===== src/rtl/counter_load_scheduler.sv =====
// Two-requester load scheduler for a programmable counter: round-robin grant,
// one-cycle load, one-cycle settle, then run until terminal count or watchdog abort.
module counter_load_scheduler #(
  parameter int WDOG_MAX = 255,
  parameter int DW       = 6
) (
  input  logic          clk,
  input  logic          reset,
  input  logic          a_valid,
  input  logic [DW-1:0] a_data,
  input  logic [7:0]    a_target,
  output logic          a_ready,
  input  logic          b_valid,
  input  logic [DW-1:0] b_data,
  input  logic [7:0]    b_target,
  output logic          b_ready,
  input  logic [7:0]    count,
  output logic          ctr_load,
  output logic [DW-1:0] ctr_data,
  output logic          ctr_oe_n,
  output logic          done,
  output logic          err,
  output logic          busy,
  output logic          owner,
  output logic [1:0]    dbg_state
);

  // Handshake: a request transfers on the rising edge where valid and ready
  // are both high. Ready is only offered in IDLE, only to the arbitration
  // winner, and never while reset is high; a requester may drop valid at any
  // time before the transfer without side effects.

  typedef enum logic [1:0] {
    S_IDLE   = 2'd0,
    S_LOAD   = 2'd1,
    S_SETTLE = 2'd2,
    S_RUN    = 2'd3
  } state_t;

  state_t        state_q, state_d;
  logic [DW-1:0] data_q, data_d;
  logic [7:0]    target_q, target_d;
  logic [7:0]    wdog_q, wdog_d;
  logic          owner_q, owner_d;
  logic          last_grant_q, last_grant_d;

  logic pick_b;
  logic any_valid;
  logic match;
  logic expire;

  // B wins when it is alone, or when both ask and A was served last.
  assign any_valid = a_valid | b_valid;
  assign pick_b    = b_valid & (~a_valid | ~last_grant_q);
  assign match     = (count == target_q);
  assign expire    = (({1'b0, wdog_q} + 9'd1) == 9'(WDOG_MAX));

  always_comb begin
    state_d      = state_q;
    data_d       = data_q;
    target_d     = target_q;
    wdog_d       = wdog_q;
    owner_d      = owner_q;
    last_grant_d = last_grant_q;
    a_ready      = 1'b0;
    b_ready      = 1'b0;
    ctr_load     = 1'b0;
    ctr_oe_n     = 1'b1;
    done         = 1'b0;
    err          = 1'b0;
    busy         = 1'b1;

    case (state_q)
      S_IDLE: begin
        busy    = 1'b0;
        a_ready = a_valid & ~pick_b;
        b_ready = pick_b;
        if (any_valid) begin
          state_d      = S_LOAD;
          owner_d      = pick_b;
          last_grant_d = pick_b;
          data_d       = pick_b ? b_data : a_data;
          target_d     = pick_b ? b_target : a_target;
        end
      end
      S_LOAD: begin
        ctr_load = 1'b1;
        state_d  = S_SETTLE;
      end
      S_SETTLE: begin
        ctr_oe_n = 1'b0;
        wdog_d   = 8'd0;
        state_d  = S_RUN;
      end
      S_RUN: begin
        ctr_oe_n = 1'b0;
        wdog_d   = wdog_q + 8'd1;
        // A match on the expiry cycle counts as a normal completion.
        if (match) begin
          done    = 1'b1;
          state_d = S_IDLE;
        end else if (expire) begin
          err     = 1'b1;
          state_d = S_IDLE;
        end
      end
      default: state_d = S_IDLE;
    endcase

    if (reset) begin
      a_ready  = 1'b0;
      b_ready  = 1'b0;
      ctr_load = 1'b0;
      ctr_oe_n = 1'b1;
      done     = 1'b0;
      err      = 1'b0;
      busy     = 1'b0;
    end
  end

  always_ff @(posedge clk) begin
    if (reset) begin
      state_q      <= S_IDLE;
      data_q       <= '0;
      target_q     <= 8'd0;
      wdog_q       <= 8'd0;
      owner_q      <= 1'b0;
      last_grant_q <= 1'b1;
    end else begin
      state_q      <= state_d;
      data_q       <= data_d;
      target_q     <= target_d;
      wdog_q       <= wdog_d;
      owner_q      <= owner_d;
      last_grant_q <= last_grant_d;
    end
  end

  assign ctr_data  = data_q;
  assign owner     = owner_q;
  assign dbg_state = state_q;

endmodule


===== config.mk =====
export PLATFORM = sky130hd
export DESIGN_NAME = counter_load_scheduler
export DESIGN_NICKNAME = d
export VERILOG_FILES = /design/src/rtl/counter_load_scheduler.sv
export SDC_FILE = /design/constraint.sdc
export NUM_CORES = 1
export LEC_CHECK = 0
export CELL_PAD_IN_SITES_DETAIL_PLACEMENT = 1
export CELL_PAD_IN_SITES_GLOBAL_PLACEMENT = 1
export CORE_MARGIN = 2
export CORE_UTILIZATION = 35
export CTS_BUF_LIST = sky130_fd_sc_hd__clkbuf_2 sky130_fd_sc_hd__clkbuf_4 sky130_fd_sc_hd__clkbuf_8
export DETAILED_ROUTE_END_ITERATION = 7
export PLACE_DENSITY_LB_ADDON = 0.2
export SYNTH_ARGS = -nofsm -noshare
export SYNTH_HDL_FRONTEND = slang
export SYNTH_SLANG_ARGS = --single-unit

===== constraint.sdc =====
create_clock -name clk -period 3.7 [get_ports clk]
set_input_delay 1.11 -clock clk [delete_from_list [all_inputs] [get_ports clk]]
set_output_delay 1.11 -clock clk [all_outputs]
set_load 0.05 [all_outputs]

==> results of run 1 <==
## area by class of cell
type	instances	area [µm²]
fill	480	1770
multi-input combinational	121	945
timing repair buffer	61	639
sequential	26	520
tap	50	62.6
clock buffer	3	41.3
inverter	5	18.8
## worst paths after layout
kind	endpoint	from	slack [ps]
worst max register to register	dbg_state[1]	wdog_q[0]	1990
worst min register to register	wdog_q[7]	wdog_q[7]	490
worst min-delay path	wdog_q[7]	wdog_q[7]	490
worst max-delay path	err	count[1]	70
## through the flow
stage / power (mW) / cell area [µm²]
global route: 1.32 / 2230
detailed placement: 1.07 / 2130
finish: 1.25 / 2230
CTS: 1.25 / 2220
floorplan: 0.843 / 1480
global placement: 1.04 / 2130
## power groups by stage
stage,clock network [mW],logic [mW],registers (mW)
6_report,0.166,0.658,0.421
2_1_floorplan,0,0.309,0.534
4_1_cts,0.167,0.666,0.421
3_3_place_gp,0,0.623,0.416
3_5_place_dp,0,0.655,0.419
5_1_grt,0.180,0.707,0.431
## synthesized netlist by cell type (3+ instances only)
cell type / number
dfxtp_1: 26
nor2_1: 21
mux2i_1: 16
a211oi_1: 15
xor2_1: 9
a21oi_1: 8
nand2_1: 7
ha_1: 6
and3_1: 5
inv_1: 5
clkbuf_1: 4
nor2b_1: 3
nor3b_1: 3
o21ai_0: 3
o21ai_1: 3
## metal layers
metal | GRT usage (%) | vias up
li1 | - | 692
met1 | 22.2 | 655
met2 | 34.4 | 36
met3 | 2.60 | 4
met4 | 6.00 | 0
met5 | 0 | -
## state kept, by name (all words and copies together), names as in the netlist
name          cells
target_q          8
ctr_data          6
dbg_state         2
owner             1
last_grant_q      1
wdog_q            8
## worst reg2reg max path: stages (launching register included)
cell,delay (ps)
dfxtp_1,430
ha_1,300
xor2_1,170
nand3_1,180
a32oi_1,360
mux2i_1,210
## timing repair
item | 4_1_cts | 5_1_grt
buffers inserted | 0 | 0
setup endpoints to repair | 1 | 1
gates resized for setup | 12 | 2
pin swaps | 4 | 1
gates cloned | 0 | 0
endpoints found under the hold margin | 0 | 0
## logic make-up (layout without fill, tap and decap cells)
kind of cell / count (synthesis) / after routing / synth area share, %
xor+xnor: 10 / 10 / 5.98
fa+ha+maj: 6 / 6 / 5.13
buf+inv: 15 / 69 / 4.79
mux: 16 / 16 / 10.9
flops: 26 / 26 / 35.6
compound gates: 38 / 38 / 17.9
simple gates: 51 / 51 / 19.7
==> impl_metrics.yaml, run 1 <==
cts:
  clk_pin_slew_ps: 90
  cts_tree: "built"
  cts_inserted_buffers: 3
  clk_path_buf_depth: 2
  cts_hold_buf: 0
  cts_sinks: 26
  cts_root_buf: "clkbuf_8"
  cts-htree-levels: 1
  clk_latency_ps: 270
setup_path:
  crit_required_ps: 2590
  crit_fanout: 3
  crit_type: "in2out"
  path_buf_inv: 3
  cp_num_cells: 7
  rr_worst_depth: 5
  crit_arrival_ps: 2520
  cp_slowest_cell: "clkdlybuf4s50_1"
  worst_setup_path_end_kind: "output pin"
  path_delay_family: "buffers and inverters"
  crit_path_start_kind: "input pin"
  path_cells: "clkdlybuf4s50_1 > xor2_2 > nor4_2 > nand2_2 > nor4bb_4 > buf_4 > buf_12"
  cpPeakStageDelay_ps: 500
flow_run:
  maxCapViolCount: 0
timing:
  drv_slew: 0
  hold_viol: 0
  max_freq_mhz: 276
  clock_skew_ps: 7.39
  setup_ws_ps: 71.3
  min_period_ps: 3630
  whs_ps: 487
  setup_viol: 0
  rsz0062_at_grt: "false"
  period_share_pct: 98.1
  worst_pin_slew_ps: 604
  slew_headroom_pct: 59.7
  finalSetupTns_ps: 0
power_and_ir_drop:
  seqPwrFrac_pct: 33.8
  max-vdd-ir-drop_v: 0.000290
  p_per_area_nw_per_um2: 559
  comb_power_share_pct: 52.8
  switching_share_pct: 44.0
  intPower_mw: 0.697
  p_leak_nw: 0.903
  power.share.clock_pct: 13.3
  p_switching_mw: 0.548
drt:
  dr_wl_met2_mm: 2.11
  detail_route.vias_per_cell: 5.21
  top_layer_used: "met4"
  wl_mm: 3.96
  wl_met1_mm: 1.65
  vias: 1387
  wl_per_cell_um: 14.9
  drc: 0
  drtIter0Drc: 56
  drtPass1Iterations: 4
  antenna_left: 0
  route.met3.wl_um: 156
synth:
  yosysWarnings: 0
  ys_types: 38
  synth_area_um2: 1460
  synth_edf_count: 0
  ys_top_cells_by_area: "dfxtp_1, mux2i_1, a211oi_1"
  syn_nets: 208
  synth-seq-cells: 26
  yosys.area.top_type: "dfxtp_1"
  ys_seq_area_share_pct: 35.6
  syn_inst: 162
  synth-async-reset-ratio_pct: 0
  synth_ff_type: "dfxtp_1"
  syn-mean-instance-area_um2: 9.04
  netlist.area_leader.share_pct: 35.6
hold_path:
  holdPathStages: 1
  hp-class: "reg2reg"
die:
  num_rows: 23
  fp.dieW_um: 68.7
  die_height_um: 68.7
  core_area_um2: 4000
  initial_core_util_pct: 36.6
  io_pins: 56
  dieArea_um2: 4720
finish:
  fin_cells: 266
  drive_above_1_share_pct: 13.9
  layout_common_cells: "clkdlybuf4s50_1, dfxtp_1, nor2_1"
  layout_commonest_cell: "clkdlybuf4s50_1"
  area_growth_pct: 52.1
  utilization_pct: 55.7
  finalNetCount: 264
  insertedDiodeCount: 0
grt:
  grt_pass1_wl_mm: 6.56
  antenna_found_initial: 0
  grt_pass1_vias: 1411
  grt_max_degree: 29
  grt.total_usage_pct: 18.7
  overflow: 0
place:
  routabilityCongestion: 0.768
  dpl.hpwl_mm: 3.12
  portBuffers: 55
  pre_cts_ws_ps: -79.1
  dp_cells: 263
run_status:
  outcome: "finished, final reports clean"
Power figures use the tool's default switching activity.
==> inputs of run 2 (changes only) <==
- MAX_ROUTING_LAYER: default -> met4
- SLEW_MARGIN: default -> 20
==> run 2 against run 1 <==
  * Critical path depth is the same
  * Utilization is the same
  * Clock skew shrank 2.8 ps
==> impl_metrics.yaml, run 2 (same netlist as run 1, synthesis figures left out) <==
hold_path:
  min-delay-start: "wdog_q[7]"
  hp-class: "reg2reg"
  holdPathEnd: "wdog_q[7]"
  holdPathStages: 1
setup_path:
  r2r_slack_ps: 1980
  worst_r2r_endpoint: "dbg_state[1]"
  crit_type: "in2out"
  crit_required_ps: 2590
  rr_worst_depth: 5
  worst_setup_path_end_kind: "output pin"
  cp_slowest_cell: "clkdlybuf4s50_1"
  r2r-start: "wdog_q[0]"
  crit_path_start: "count[1]"
  crit_path_start_kind: "input pin"
  path_cells: "clkdlybuf4s50_1 > xor2_2 > nor4_2 > nand2_2 > nor4bb_4 > buf_4 > buf_12"
  cpPeakStageDelay_ps: 500
  crit_arrival_ps: 2520
  crit_fanout: 3
timing:
  period_share_pct: 98.0
  max_freq_mhz: 276
  slew_headroom_pct: 58.6
  min_period_ps: 3630
  worst_pin_slew_ps: 621
  clock_skew_ps: 4.56
  hold_viol: 0
  whs_ps: 483
  rsz0062_at_grt: "false"
  setup_viol: 0
  drv_slew: 0
finish:
  finalNetCount: 264
  design_area_um2: 2230
  fin_cells: 266
  layout_commonest_cell: "clkdlybuf4s50_1"
  layout_common_cells: "clkdlybuf4s50_1, dfxtp_1, nor2_1"
  fill_cells: 480
  area_growth_pct: 52.1
  insertedDiodeCount: 0
  utilization_pct: 55.7
  drive_above_1_share_pct: 13.9
cts:
  cts_tree: "built"
  cts-htree-levels: 1
  clk_latency_ps: 270
  clk_pin_slew_ps: 90
  cts_inserted_buffers: 3
  post-cts-setup-buffers: 0
  clk_path_buf_depth: 2
  cts_sinks: 26
  cts_root_buf: "clkbuf_8"
drt:
  vias: 1389
  wl_met1_mm: 1.66
  drtPass1Iterations: 3
  route.met3.wl_um: 131
  antenna_left: 0
  detail_route.vias_per_cell: 5.22
  dr_wl_met2_mm: 2.13
  drc: 0
  top_layer_used: "met4"
  wl_per_cell_um: 14.9
  drtIter0Drc: 56
  wl_mm: 3.96
power_and_ir_drop:
  total_power_mw: 1.24
  p_leak_nw: 0.903
  p_per_area_nw_per_um2: 558
  max-vdd-ir-drop_v: 0.000290
grt:
  antenna_found_initial: 0
  grt.total_usage_pct: 19.3
  grt_pass1_vias: 1397
  grt_pass1_wl_mm: 6.59
  overflow: 0
  grt_max_degree: 29
die:
  core_area_um2: 4000
  die_height_um: 68.7
  fp.dieW_um: 68.7
  num_rows: 23
  dieArea_um2: 4720
  io_pins: 56
  initial_core_util_pct: 36.6
run_status:
  outcome: "finished, final reports clean"
place:
  dpl.hpwl_mm: 3.12
  place_area_um2: 2130
  portBuffers: 55
  dp_cells: 263
  routabilityCongestion: 0.778
flow_run:
  maxCapViolCount: 0
==> run 2: cell counts in the layout (fill, tap and decap cells not counted) <==
Identical to the previous run, type by type.
==> run 2: layer usage <==
layer	up-vias	global-route usage, %
met1	661	22.8
met4	0	6.00
met2	34	34.5
met5	-	-
li1	690	-
met3	4	1.95
==> run 2: layout make-up <==
class | count | area, µm² | area share [%]
Multi-Input combinational cell | 121 | 945 | 42.4
Inverter | 5 | 18.8 | 0.843
Clock buffer | 3 | 41.3 | 1.85
Timing Repair Buffer | 61 | 639 | 28.7
Tap cell | 50 | 62.6 | 2.81
Sequential cell | 26 | 520 | 23.4
==> run 2: through the flow <==
stage	setup WS (ps)	setup TNS, ps
after global routing	15.6	0
after detailed placement	-79.1	-79.1
after CTS	24.1	0
after floorplan	75.3	0
final	73.1	0
after global placement	-5.29	-5.29
==> run 2: timing repair <==
item                                    CTS  global route
gates resized for setup                  12             2
hold buffers                              0             0
endpoints found under the setup margin    1             1
pin swaps                                 4             1
==> run 2: worst max-delay path, delay by kind of cell <==
kind | cells | cell delay [ps]
XOR/XNOR | 1 | 180
AND/OR/NAND/NOR | 3 | 440
buffers and inverters | 3 | 780
==> run 2: report_power, final <==
part | leakage, nW | total (mW) | switching [mW] | internal [mW]
clock network | 0.0216 | 0.165 | 0.0922 | 0.0731
registers | 0.214 | 0.421 | 0.0642 | 0.356
logic | 0.667 | 0.658 | 0.390 | 0.267
total | 0.903 | 1.24 | 0.547 | 0.697
==> run 2: how the worst max path moves through the flow <==
stage | endpoint | slack (ps) | cells after the start
after floorplan | err | 80 | 4
after global placement | err | -5 | 7
after detailed placement | err | -80 | 7
after CTS | err | 20 | 7
after global routing | err | 20 | 7
final | err | 70 | 7
==> inputs of run 3 (changes only) <==
- clock period: 3.7 -> 4.6 ns (I/O delays scaled with it)
==> run 3 against run 2 <==
  * Sequential power decreased by 21%
  * Global-route usage is 0.32 points higher
  * Die area did not move
  * Count of clock-buffer cells in the layout stayed put
  * Critical path type unchanged
==> impl_metrics.yaml, run 3 (same netlist as run 1, synthesis figures left out) <==
setup_path:
  worst_setup_path_end_kind: "output pin"
  crit_arrival_ps: 2930
  crit_required_ps: 3220
  r2r_slack_ps: 2480
  crit_type: "in2out"
  crit_path_start_kind: "input pin"
  rr_worst_depth: 5
  critPathCapture: "err"
  crit_fanout: 4
  r2r-start: "dbg_state[0]"
  crit_path_start: "count[3]"
  worst_r2r_endpoint: "target_q[3]"
die:
  core_area_um2: 4000
  io_pins: 56
  dieArea_um2: 4720
  die_height_um: 68.7
  fp.dieW_um: 68.7
  num_rows: 23
  initial_core_util_pct: 36.6
timing:
  setup_viol: 0
  drv_slew: 0
  rsz0062_at_grt: "false"
  finalSetupTns_ps: 0
  period_share_pct: 93.6
  min_period_ps: 4310
  worst_pin_slew_ps: 1020
  setup_ws_ps: 294
  slew_headroom_pct: 31.7
  clock_skew_ps: 1.65
  hold_viol: 0
  max_freq_mhz: 232
cts:
  clk_path_buf_depth: 2
  cts_hold_buf: 0
  cts_tree: "built"
  cts_root_buf: "clkbuf_8"
  clk_pin_slew_ps: 100
  cts_inserted_buffers: 3
  post-cts-setup-buffers: 0
  cts_sinks: 26
  postCtsResizedCells: 0
  clk_latency_ps: 280
  cts-htree-levels: 1
grt:
  antenna_found_initial: 0
  overflow: 0
  grt.total_usage_pct: 19.7
  grt_pass1_vias: 1450
  grt_pass1_wl_mm: 6.69
  grt_max_degree: 29
drt:
  antenna_left: 0
  wl_per_cell_um: 15.1
  drc: 0
  wl_mm: 3.97
  detail_route.vias_per_cell: 5.19
  vias: 1366
  drtIter0Drc: 72
  drtPass1Iterations: 4
run_status:
  outcome: "finished, final reports clean"
place:
  dpl.hpwl_mm: 2.99
  portBuffers: 55
  pre_cts_ws_ps: 306
  routabilityCongestion: 0.800
flow_run:
  maxCapViolCount: 0
power_and_ir_drop:
  p_leak_nw: 0.854
  max-vdd-ir-drop_v: 0.000192
  p_per_area_nw_per_um2: 481
  total_power_mw: 1.04
hold_path:
  hp-class: "reg2reg"
  holdPathStages: 1
finish:
  layout_common_cells: "clkdlybuf4s50_1, dfxtp_1, nor2_1"
  finalNetCount: 260
  utilization_pct: 54.2
  layout_commonest_cell: "clkdlybuf4s50_1"
  fill_cells: 449
  area_growth_pct: 48.2
  insertedDiodeCount: 0
  drive_above_1_share_pct: 9.39
run 3: changes by cell type in the layout (fill, tap and decap cells not counted), sizes merged:
cell	change
clkdlybuf4s50	+7
dlymetal6s2s	-2
dlygate4sd2	-5
bufinv	+1
buf	-4
run 3: through the flow:
stage / cell area [µm²] / hold slack [ps] / std cells
after global routing: 2170 / 510 / 263
after detailed placement: 2100 / 467 / 259
after global placement: 2100 / 460 / 259
after floorplan: 1470 / 440 / 162
final: 2170 / 481 / 263
after CTS: 2170 / 485 / 263
run 3: critical path: stages:
cell             delay, ps
clkdlybuf4s50_1        500
xor2_1                 280
nor4_4                  60
nand2_2                100
nor4bb_2               420
buf_12                 190
run 3: final cells by class:
cell class / instances / area [µm²] / area share (%)
Clock inverter: 1 / 30.0 / 1.38
Inverter: 5 / 18.8 / 0.865
Clock buffer: 3 / 41.3 / 1.90
Multi-Input combinational cell: 121 / 886 / 40.8
Sequential cell: 26 / 520 / 24.0
Timing Repair Buffer: 57 / 611 / 28.1
Tap cell: 50 / 62.6 / 2.88
run 3: power by group:
group	total, mW	switching [mW]	internal [mW]	leakage, nW
Clock	0.198	0.0814	0.117	0.0357
Sequential	0.334	0.0472	0.287	0.214
Combinational	0.512	0.307	0.205	0.604
Total	1.04	0.436	0.608	0.854
run 3: how the worst min path moves through the flow:
stage / end / slack, ps / start
6_report: owner / 480 / owner
5_1_grt: wdog_q[6] / 510 / wdog_q[6]
3_5_place_dp: owner / 470 / owner
3_3_place_gp: owner / 460 / owner
2_1_floorplan: wdog_q[7] / 440 / wdog_q[7]
4_1_cts: wdog_q[6] / 480 / wdog_q[6]
run 3: metal layers:
metal	global-route usage (%)	wire length [µm]	vias up	part of all wire (%)
met5	-	0	-	0
met4	6.50	46	0	1.2
met3	4.55	186	5	4.7
met2	34.5	2070	35	52
met1	21.9	1660	643	42
li1	-	-	683	-
